### config.mk
export PLATFORM = sky130hd
export DESIGN_NAME = boat_renderer
export DESIGN_NICKNAME = d
export VERILOG_FILES = /design/src/rtl/boat_renderer.sv
export SDC_FILE = /design/constraint.sdc
export NUM_CORES = 1
export LEC_CHECK = 0
export CAP_MARGIN = 20
export CORE_AREA = 3 3 126 128
export DETAILED_ROUTE_END_ITERATION = 10
export DIE_AREA = 0 0 129 131
export GPL_TIMING_DRIVEN = 0
export PLACE_DENSITY = 0.62
export SLEW_MARGIN = 20
export SYNTH_ARGS = -nofsm -noshare
export SYNTH_HDL_FRONTEND = slang
export SYNTH_SLANG_ARGS = --single-unit
### constraint.sdc
create_clock -name Clock -period 10.65 [get_ports Clock]
set_input_delay 1.065 -clock Clock [delete_from_list [all_inputs] [get_ports Clock]]
set_output_delay 1.065 -clock Clock [all_outputs]
set_load 0.01 [all_outputs]
### src/rtl/boat_renderer.sv
// Pixel-streaming renderer for the BoatB game: snapshots the game state on Start, clears the
// 160x120 frame, then plots crew, boat, corpse and lives sprites one pixel per clock.
module boat_renderer #(
  parameter logic [7:0] CREW_X0   = 8'd32,
  parameter logic [7:0] COL_PITCH = 8'd24,
  parameter logic [6:0] CREW_Y0   = 7'd16,
  parameter logic [6:0] ROW_PITCH = 7'd14,
  parameter logic [6:0] BOAT_Y    = 7'd104,
  parameter logic [6:0] CORPSE_Y  = 7'd112,
  parameter logic [2:0] BG_COL    = 3'b000
) (
  input  logic       Clock,
  input  logic       Resetn,
  input  logic       Start,
  input  logic [2:0] Position,
  input  logic [5:0] FlCrew,
  input  logic [5:0] MlCrew,
  input  logic [5:0] MrCrew,
  input  logic [5:0] FrCrew,
  input  logic [2:0] Corpses,
  input  logic [1:0] Lives,
  output logic [7:0] VGAx,
  output logic [6:0] VGAy,
  output logic [2:0] VGAcol,
  output logic       Plot,
  output logic       Busy,
  output logic       Done
);

  typedef enum logic [1:0] {S_IDLE, S_CLEAR, S_OBJ, S_FIN} state_e;

  localparam logic [4:0] LAST_OBJ = 5'd28;
  localparam logic [7:0] BOAT_X0  = CREW_X0 - COL_PITCH - 8'd6;
  localparam logic [7:0] LIFE_X0  = 8'd140;
  localparam logic [6:0] LIFE_Y   = 7'd4;

  state_e          state_q, state_d;
  logic [3:0][5:0] crew_q, crew_d;
  logic [2:0]      pos_q, pos_d;
  logic [2:0]      corpse_q, corpse_d;
  logic [1:0]      lives_q, lives_d;
  logic [7:0]      cx_q, cx_d;
  logic [6:0]      cy_q, cy_d;
  logic [4:0]      obj_q, obj_d;
  logic [3:0]      px_q, px_d;
  logic [1:0]      py_q, py_d;
  logic [7:0]      vx_q, vx_d;
  logic [6:0]      vy_q, vy_d;
  logic [2:0]      col_q, col_d;
  logic            plot_q, plot_d;
  logic            busy_q, busy_d;
  logic            done_q, done_d;

  logic            obj_en;
  logic [7:0]      obj_x;
  logic [6:0]      obj_y;
  logic [2:0]      obj_col;
  logic [3:0]      obj_wm1;
  logic [1:0]      crew_c;
  logic [2:0]      crew_r;
  logic [1:0]      life_i;
  logic            obj_last;

  // Geometry and enable of the object currently selected by obj_q.
  always_comb begin
    // NOTE: every combinational output gets a default first so no path leaves it unassigned (no latch).
    crew_c  = 2'(obj_q / 5'd6);
    crew_r  = 3'(obj_q % 5'd6);
    life_i  = 2'(obj_q - 5'd26);
    obj_en  = 1'b0;
    obj_x   = '0;
    obj_y   = '0;
    obj_col = '0;
    obj_wm1 = 4'd3;
    if (obj_q < 5'd24) begin
      obj_en  = crew_q[crew_c][crew_r];
      obj_x   = CREW_X0 + 8'(crew_c) * COL_PITCH;
      obj_y   = CREW_Y0 + 7'(crew_r) * ROW_PITCH;
      obj_col = 3'b111;
    end else if (obj_q == 5'd24) begin
      obj_en  = (pos_q <= 3'd5);
      obj_x   = BOAT_X0 + 8'(pos_q) * COL_PITCH;
      obj_y   = BOAT_Y;
      obj_col = 3'b100;
      obj_wm1 = 4'd15;
    end else if (obj_q == 5'd25) begin
      obj_en  = corpse_q[2];
      obj_x   = CREW_X0 + 8'(corpse_q[1:0]) * COL_PITCH;
      obj_y   = CORPSE_Y;
      obj_col = 3'b110;
    end else begin
      obj_en  = (life_i < lives_q);
      obj_x   = LIFE_X0 + 8'(life_i) * 8'd6;
      obj_y   = LIFE_Y;
      obj_col = 3'b100;
    end
  end

  always_comb begin
    state_d  = state_q;
    crew_d   = crew_q;
    pos_d    = pos_q;
    corpse_d = corpse_q;
    lives_d  = lives_q;
    cx_d     = cx_q;
    cy_d     = cy_q;
    obj_d    = obj_q;
    px_d     = px_q;
    py_d     = py_q;
    vx_d     = vx_q;
    vy_d     = vy_q;
    col_d    = col_q;
    plot_d   = 1'b0;
    busy_d   = busy_q;
    done_d   = 1'b0;
    obj_last = 1'b0;

    unique case (state_q)
      S_IDLE: begin
        if (Start) begin
          crew_d   = {FrCrew, MrCrew, MlCrew, FlCrew};
          pos_d    = Position;
          corpse_d = Corpses;
          lives_d  = Lives;
          cx_d     = '0;
          cy_d     = '0;
          busy_d   = 1'b1;
          state_d  = S_CLEAR;
        end
      end
      S_CLEAR: begin
        plot_d = 1'b1;
        vx_d   = cx_q;
        vy_d   = cy_q;
        col_d  = BG_COL;
        if (cx_q == 8'd159) begin
          cx_d = '0;
          if (cy_q == 7'd119) begin
            state_d = S_OBJ;
            obj_d   = '0;
            px_d    = '0;
            py_d    = '0;
          end else begin
            cy_d = cy_q + 7'd1;
          end
        end else begin
          cx_d = cx_q + 8'd1;
        end
      end
      S_OBJ: begin
        if (obj_en) begin
          plot_d = 1'b1;
          vx_d   = obj_x + 8'(px_q);
          vy_d   = obj_y + 7'(py_q);
          col_d  = obj_col;
          if (px_q == obj_wm1) begin
            px_d = '0;
            if (py_q == 2'd3) begin
              py_d     = '0;
              obj_last = 1'b1;
            end else begin
              py_d = py_q + 2'd1;
            end
          end else begin
            px_d = px_q + 4'd1;
          end
        end else begin
          // A disabled object still costs one idle cycle, keeping pass length deterministic.
          obj_last = 1'b1;
        end
        if (obj_last) begin
          if (obj_q == LAST_OBJ) state_d = S_FIN;
          else                   obj_d   = obj_q + 5'd1;
        end
      end
      S_FIN: begin
        busy_d  = 1'b0;
        done_d  = 1'b1;
        state_d = S_IDLE;
      end
      default: state_d = S_IDLE;
    endcase
  end

  // NOTE: sequential state uses non-blocking assignments so every flop samples pre-edge values.
  always_ff @(posedge Clock) begin
    if (!Resetn) begin
      state_q  <= S_IDLE;
      crew_q   <= '0;
      pos_q    <= '0;
      corpse_q <= '0;
      lives_q  <= '0;
      cx_q     <= '0;
      cy_q     <= '0;
      obj_q    <= '0;
      px_q     <= '0;
      py_q     <= '0;
      vx_q     <= '0;
      vy_q     <= '0;
      col_q    <= '0;
      plot_q   <= 1'b0;
      busy_q   <= 1'b0;
      done_q   <= 1'b0;
    end else begin
      state_q  <= state_d;
      crew_q   <= crew_d;
      pos_q    <= pos_d;
      corpse_q <= corpse_d;
      lives_q  <= lives_d;
      cx_q     <= cx_d;
      cy_q     <= cy_d;
      obj_q    <= obj_d;
      px_q     <= px_d;
      py_q     <= py_d;
      vx_q     <= vx_d;
      vy_q     <= vy_d;
      col_q    <= col_d;
      plot_q   <= plot_d;
      busy_q   <= busy_d;
      done_q   <= done_d;
    end
  end

  assign VGAx   = vx_q;
  assign VGAy   = vy_q;
  assign VGAcol = col_q;
  assign Plot   = plot_q;
  assign Busy   = busy_q;
  assign Done   = done_q;

endmodule

==> results.sh, run 1 <==
export IMPL_crit_arrival_ns=6.93
export IMPL_period_needed_ns=6.67
export IMPL_grt_pass1_vias=4525
export IMPL_grtUsageTotal_pct=17.0
export IMPL_rr_startpoint="obj_q[0]$_SDFFE_PN0P_"
export IMPL_clkSlewWorstSetupHoldPaths_ns=0.06
export IMPL_synth_adder_area_share_pct=11.0
export IMPL_required_ns=10.91
export IMPL_synth_compound_area_share_pct=22.3
export IMPL_ys_warn_count=0
export IMPL_overflow=0
export IMPL_worst_slack_ns=3.98
export IMPL_drt_iter0_markers=467
export IMPL_synthFlopType="dfxtp_1"
export IMPL_yosysMostFrequentCell="nand2_1"
export IMPL_yosys_area_share_simple_pct=20.3
export IMPL_grt_max_degree=13
export IMPL_seq_area_frac_synth_pct=31.6
export IMPL_yosysUniqueCellTypes=72
export IMPL_instances_no_fill=887
export IMPL_min_period_over_period_pct=62.6
export IMPL_postCtsResizedCells=0
export IMPL_synthCells=629
export IMPL_numCtsBuffers=9
export IMPL_setup_viol=0
export IMPL_ys_seq_elements=81
export IMPL_dp_slack_ns=4.01
export IMPL_final_fill_count=1596
export IMPL_synthArstFlopShare_pct=0
export IMPL_worstHoldStart="lives_q[1]$_SDFFE_PN0P_"
export IMPL_worstPathMaxFanout=12
export IMPL_via_per_inst=5.41
export IMPL_drc_errors=0
export IMPL_utilization_pct=41.2
export IMPL_syn_avg_cell_area_um2=8.16
export IMPL_leakage_nw=2.38
export IMPL_cts_tree="yes"
export IMPL_muxShareOfSynthArea_pct=5.48
export IMPL_status="finished clean"
export IMPL_irDropWorstVdd_uv=103
export IMPL_yosysTopAreaCellShare_pct=31.6
export IMPL_clock_latency_ns=0.35
export IMPL_critical_path_top_delay_family="adder cells"
export IMPL_syn_to_final_growth_pct=20.3
export IMPL_wl_um=14200
export IMPL_post_cts_buffers=0
export IMPL_port_buffers=55
export IMPL_path_class="flop to flop"
export IMPL_path_cells="clkbuf_1 -> clkinv_1 -> ha_1 -> buf_2 -> and4b_4 -> nor2_1 -> ha_1 -> nor2b_1 -> a2bb2oi_2 -> a211oi_4 -> xnor2_1 -> inv_1 -> fa_1 -> inv_1 -> ha_1 -> fa_1 -> xor2_1 -> ha_1 -> nand4_1 -> xor2_1 -> xnor2_1 -> a211oi_1 -> a21oi_1 -> a311oi_1"
export IMPL_worst_path_buf_inv=5
export IMPL_gp_congestion=0.916
export IMPL_hp_class="flop to flop"
export IMPL_fmax_mhz=150
export IMPL_rsz0062_at_grt="false"
export IMPL_syn_cell_area_um2=5130
export IMPL_num_antenna_cells=0
export IMPL_nets=772
export IMPL_clock_path_buffers=2
export IMPL_cts_root_buffer="clkbuf_16"
export IMPL_cap_violations=0
export IMPL_drive_gt1_share_pct=5.15
export IMPL_die_h_um=131
export IMPL_vias=4803
export IMPL_yosys_top_cells_count="110 x nand2_1, 81 x dfxtp_1, 60 x a21oi_1, 39 x nor2_1, 37 x ha_1"
export IMPL_finalSetupTns_ns=0
export IMPL_finClkSkew_ns=0.00826
export IMPL_crit_top_cell="ha_1"
export IMPL_dr_pass1_iters=5
export IMPL_startpoint_type="flop"
export IMPL_core_um2=15000
export IMPL_synthTopCellsByArea="dfxtp_1 32%, ha_1 9.0%, nand2_1 8.0%, a21oi_1 5.8%, mux2i_1 5.3%"
export IMPL_die_w_um=129
export IMPL_crit_path_end_kind="flop"
export IMPL_hold_violations=0
export IMPL_dp_cells=872
export IMPL_hpwlAfterDp_um=10800
export IMPL_detail_route_wl_per_cell_um=16.0
export IMPL_powerDensity_nw_per_um2=176
export IMPL_grt_pass1_wl_um=22900
export IMPL_holdBufCountCts=0
export IMPL_tightest_slew_ns=0.720
export IMPL_critPathLaunch="obj_q[0]$_SDFFE_PN0P_"
export IMPL_slowest_stage="clkinv_1"
export IMPL_die_area_um2=16900
export IMPL_synth_top_family_by_area="compound AO/OA/AOI/OAI gates"
export IMPL_synth_xor_area_share_pct=4.09
export IMPL_htreeDepth=3
export IMPL_antenna_left=0
export IMPL_synth_net_count=706
export IMPL_synth_top_cell_by_area="dfxtp_1"
export IMPL_io_pins=56
export IMPL_slew_headroom_pct=51.7
export IMPL_antenna_found_initial=0
export IMPL_start_util_pct=34.3
export IMPL_rows=45
export IMPL_cts_sinks=81
export IMPL_drv_slew=0
export IMPL_synth_edf_count=0
export IMPL_critical_path_max_stage_delay_ns=0.56
==> cell families after synthesis <==
kind of cell / Yosys count
buffers and inverters: 64
DFF: 81
AOI/OAI and AO/OA: 165
and+or+nand+nor: 225
adders and majority gates: 42
muxes: 28
xor gates and xnor gates: 24
==> report_power, final <==
| part | leakage (nW) | switching (mW) | internal (mW) | total, mW |
|---|---|---|---|---|
| Clock | 0.120 | 0.123 | 0.157 | 0.281 |
| Sequential | 0.660 | 0.0320 | 0.352 | 0.383 |
| Combinational | 1.60 | 0.261 | 0.162 | 0.422 |
==> area by class of cell <==
type                            instances  area, um^2  share of cell area [%]
Timing Repair Buffer                   55         551                    8.91
Tap cell                              188         235                    3.81
Clock inverter                          2        16.3                   0.263
Buffer                                 36         168                    2.71
Clock buffer                           13         240                    3.89
Inverter                               28         105                    1.70
Sequential cell                        81        1620                    26.3
Multi-Input combinational cell        484        3240                    52.5
==> flip-flops by register name (all words and copies together), names as in the netlist, 3 cells and up <==
signal,cells
VGAcol,3
VGAx,8
VGAy,7
corpse_q,3
crew_q,24
cx_q,8
cy_q,7
obj_q,5
pos_q,3
px_q,4
==> layer usage <==
layer  part of all wire [%]  global-route usage [%]  vias to the layer above
met5                      0                       0                        -
met4                    1.2                    4.57                        0
met3                    6.1                    3.46                       13
met2                     47                    29.0                      155
met1                     46                    22.0                     2267
li1                       -                       -                     2368
==> per-stage QoR <==
| step | hold slack, ns | instance area, um^2 | power [mW] |
|---|---|---|---|
| final | 0.454 | 6180 | 1.09 |
| after global routing | 0.478 | 6180 | 1.15 |
| after CTS | 0.455 | 6180 | 1.09 |
| after detailed placement | 0.447 | 5920 | 0.807 |
| after global placement | 0.446 | 5920 | 0.795 |
| after floorplan | 0.432 | 5130 | 0.660 |
==> final timing paths <==
check / endpoint / slack (ns) / cells past startpoint
max: VGAy[6]$_SDFFE_PN0P_ / 3.98 / 24
min: lives_q[1]$_SDFFE_PN0P_ / 0.45 / 2
min reg2reg: lives_q[1]$_SDFFE_PN0P_ / 0.45 / 2
max reg2reg: VGAy[6]$_SDFFE_PN0P_ / 3.98 / 24
==> worst register-to-register path: stages (launching register included) <==
cell	delay [ns]
dfxtp_1	0.49
clkbuf_1	0.47
clkinv_1	0.56
ha_1	0.36
buf_2	0.18
and4b_4	0.26
nor2_1	0.11
ha_1	0.21
nor2b_1	0.08
a2bb2oi_2	0.43
a211oi_4	0.15
xnor2_1	0.45
inv_1	0.19
fa_1	0.52
inv_1	0.04
ha_1	0.20
fa_1	0.38
xor2_1	0.15
ha_1	0.31
nand4_1	0.10
xor2_1	0.16
xnor2_1	0.13
a211oi_1	0.32
a21oi_1	0.07
a311oi_1	0.26
==> layout by cell type, fill, tap and decap left out, types with 7 or more instances in the layout <==
cell type        netlist  final
nand2_1              110    110
dfxtp_1               81     81
a21oi_1               60     60
clkdlybuf4s50_1        0     55
nor2_1                39     39
ha_1                  37     37
clkbuf_1              24     28
mux2i_1               27     27
inv_1                 25     25
nand3_1               20     20
o21ai_0               17     17
a211oi_1              15     15
xor2_1                14     14
xnor2_1               10     10
nand2b_1               9      9
and3_1                 9      9
a311oi_1               9      9
clkbuf_16              0      9
o211ai_1               8      8
nor3_1                 7      7
nand4_1                7      7
(Power assumes the default switching activity.)
==> run 2: changes to the inputs <==
Settings changed: PLACE_DENSITY 0.62 to 0.64.
Clock period 10.65 ns to 5.45 ns, I/O delays scaled along.
==> results.sh, run 2 (synthesized netlist as in run 1, its figures left out) <==
export IMPL_status="finished clean"
export IMPL_holdWs_ns=0.454
export IMPL_power_frac_seq_pct=32.7
export IMPL_fmax_mhz=194
export IMPL_grtUsageTotal_pct=16.8
export IMPL_antenna_left=0
export IMPL_cts_tree="yes"
export IMPL_p_sw_share_pct=36.4
export IMPL_seq_area_um2=1630
export IMPL_drt_iter0_markers=327
export IMPL_switching_power_uw=832
export IMPL_port_buffers=55
export IMPL_pwr_share_comb_pct=36.2
export IMPL_rsz0062_at_grt="false"
export IMPL_die_area_um2=16900
export IMPL_drv_slew=0
export IMPL_htreeDepth=3
export IMPL_clkSlewWorstSetupHoldPaths_ns=0.07
export IMPL_worstPathMaxFanout=12
export IMPL_worst_path_buf_inv=5
export IMPL_setup_viol=0
export IMPL_final_cell_mix="110 x nand2_1, 79 x dfxtp_1, 60 x a21oi_1"
export IMPL_crit_arrival_ns=5.40
export IMPL_startpoint_type="flop"
export IMPL_worstHoldStart="lives_q[1]$_SDFFE_PN0P_"
export IMPL_hp_class="flop to flop"
export IMPL_cts_root_buffer="clkbuf_16"
export IMPL_path_cells="buf_6 -> clkinv_4 -> ha_1 -> buf_2 -> and4b_4 -> nor2_1 -> ha_2 -> nor2b_4 -> a2bb2oi_4 -> a211oi_4 -> xnor2_2 -> inv_1 -> fa_1 -> inv_1 -> ha_1 -> fa_1 -> ha_1 -> nand4_1 -> xor2_1 -> xnor2_1 -> a211oi_2 -> a21oi_1 -> a311oi_1"
export IMPL_grt_pass1_vias=4583
export IMPL_critical_path_top_delay_family="adder cells"
export IMPL_clock_latency_ns=0.34
export IMPL_instances_no_fill=895
export IMPL_hold_violations=0
export IMPL_cap_violations=0
export IMPL_drive_gt1_share_pct=8.20
export IMPL_crit_path_end_kind="flop"
export IMPL_multi_input_area_um2=3300
export IMPL_critical_path_max_stage_delay_ns=0.51
export IMPL_leakage_nw=2.48
export IMPL_antenna_found_initial=0
export IMPL_period_needed_ns=5.15
export IMPL_rr_startpoint="obj_q[0]$_SDFFE_PN0P_"
export IMPL_core_um2=15000
export IMPL_overflow=0
export IMPL_dp_cells=872
export IMPL_critPathLaunch="obj_q[0]$_SDFFE_PN0P_"
export IMPL_wl_um=14100
export IMPL_grt_pass1_wl_um=22500
export IMPL_dp_slack_ns=-0.947
export IMPL_largest_reg_flops=24
export IMPL_slowest_stage="fa_1"
export IMPL_cts_sinks=81
export IMPL_nets=779
export IMPL_die_w_um=129
export IMPL_detail_route_wl_per_cell_um=15.7
export IMPL_required_ns=5.70
export IMPL_clock_path_buffers=2
export IMPL_utilization_pct=42.7
export IMPL_dr_pass1_iters=4
export IMPL_irDropWorstVdd_uv=173
export IMPL_via_per_inst=5.33
export IMPL_slew_headroom_pct=53.7
export IMPL_io_pins=56
export IMPL_finClkSkew_ns=0.00648
export IMPL_crit_top_cell="ha_1"
export IMPL_grt_max_degree=15
export IMPL_p_clk_share_pct=31.1
export IMPL_rows=45
export IMPL_gp_congestion=0.897
export IMPL_powerDensity_nw_per_um2=358
export IMPL_path_class="flop to flop"
export IMPL_hpwlAfterDp_um=10300
export IMPL_num_antenna_cells=0
export IMPL_power_total_mw=2.29
export IMPL_drc_errors=0
export IMPL_syn_to_final_growth_pct=24.5
export IMPL_vias=4771
export IMPL_min_period_over_period_pct=94.5
export IMPL_die_h_um=131
export IMPL_start_util_pct=34.3
export IMPL_p_int_mw=1.45
export IMPL_tightest_slew_ns=0.690
export IMPL_final_common_cell="nand2_1"
export IMPL_final_fill_count=1576
export IMPL_regMostFlops="crew_q"
export IMPL_numCtsBuffers=9
export IMPL_worst_slack_ns=0.299
==> run 2: cell types whose count changed in the layout (fill, tap and decap cells not counted), sizes merged <==
| cell | change |
|---|---|
| clkbuf | -4 |
| bufinv | +3 |
| buf | +8 |
| inv | +1 |
==> run 2: worst register-to-register path, delay by kind of cell (launching register included) <==
kind / cells / cell delay (ns)
adder cells (fa/ha/maj): 6 / 2.02
XOR/XNOR: 3 / 0.56
buffers and inverters: 5 / 0.66
AO/OA/AOI/OAI: 5 / 0.87
AND/OR/NAND/NOR: 4 / 0.56
flip-flops: 1 / 0.40
==> run 2: final timing paths <==
kind | end | slack (ns) | cells past startpoint
setup reg to reg | VGAy[6]$_SDFFE_PN0P_ | 0.30 | 23
hold reg to reg | lives_q[1]$_SDFFE_PN0P_ | 0.45 | 2
hold / removal | lives_q[1]$_SDFFE_PN0P_ | 0.45 | 2
setup / recovery | VGAy[6]$_SDFFE_PN0P_ | 0.30 | 23
==> run 2: cell type report <==
class                      instances  area share [%]
timing repair buffer              62            9.43
clock buffer                      10            3.58
multi-input combinational        484            51.6
tap                              188            3.68
sequential                        81            25.4
inverter                          28            1.72
clock inverter                     6            1.80
buffer                            36            2.74
==> run 2: power by group through the flow <==
stage	logic [mW]	clock network (mW)	registers, mW
after global placement	0.808	0	0.759
after CTS	0.820	0.721	0.748
final	0.828	0.711	0.748
after detailed placement	0.816	0	0.760
after global routing	0.910	0.745	0.760
after floorplan	0.524	0	0.765
==> run 2: metal layers <==
metal	up-vias	wire length, um	GRT usage, %
met5	-	0	0
met4	0	276	5.56
met3	22	619	3.46
met2	135	6460	27.6
met1	2234	6730	22.2
li1	2380	-	-
==> run 2: through the flow <==
step	cell area (um^2)	setup TNS, ns
floorplan	5140	0
global placement	5920	-1.79
detailed placement	5920	-1.98
CTS	6330	0
global route	6390	0
finish	6390	0
==> run 2: timing repair <==
item                       in CTS  in global routing
hold buffers                    0                  0
resized for setup               7                 11
setup buffers                   4                  3
setup endpoints to repair       3                  2
pin swaps                       4                  2
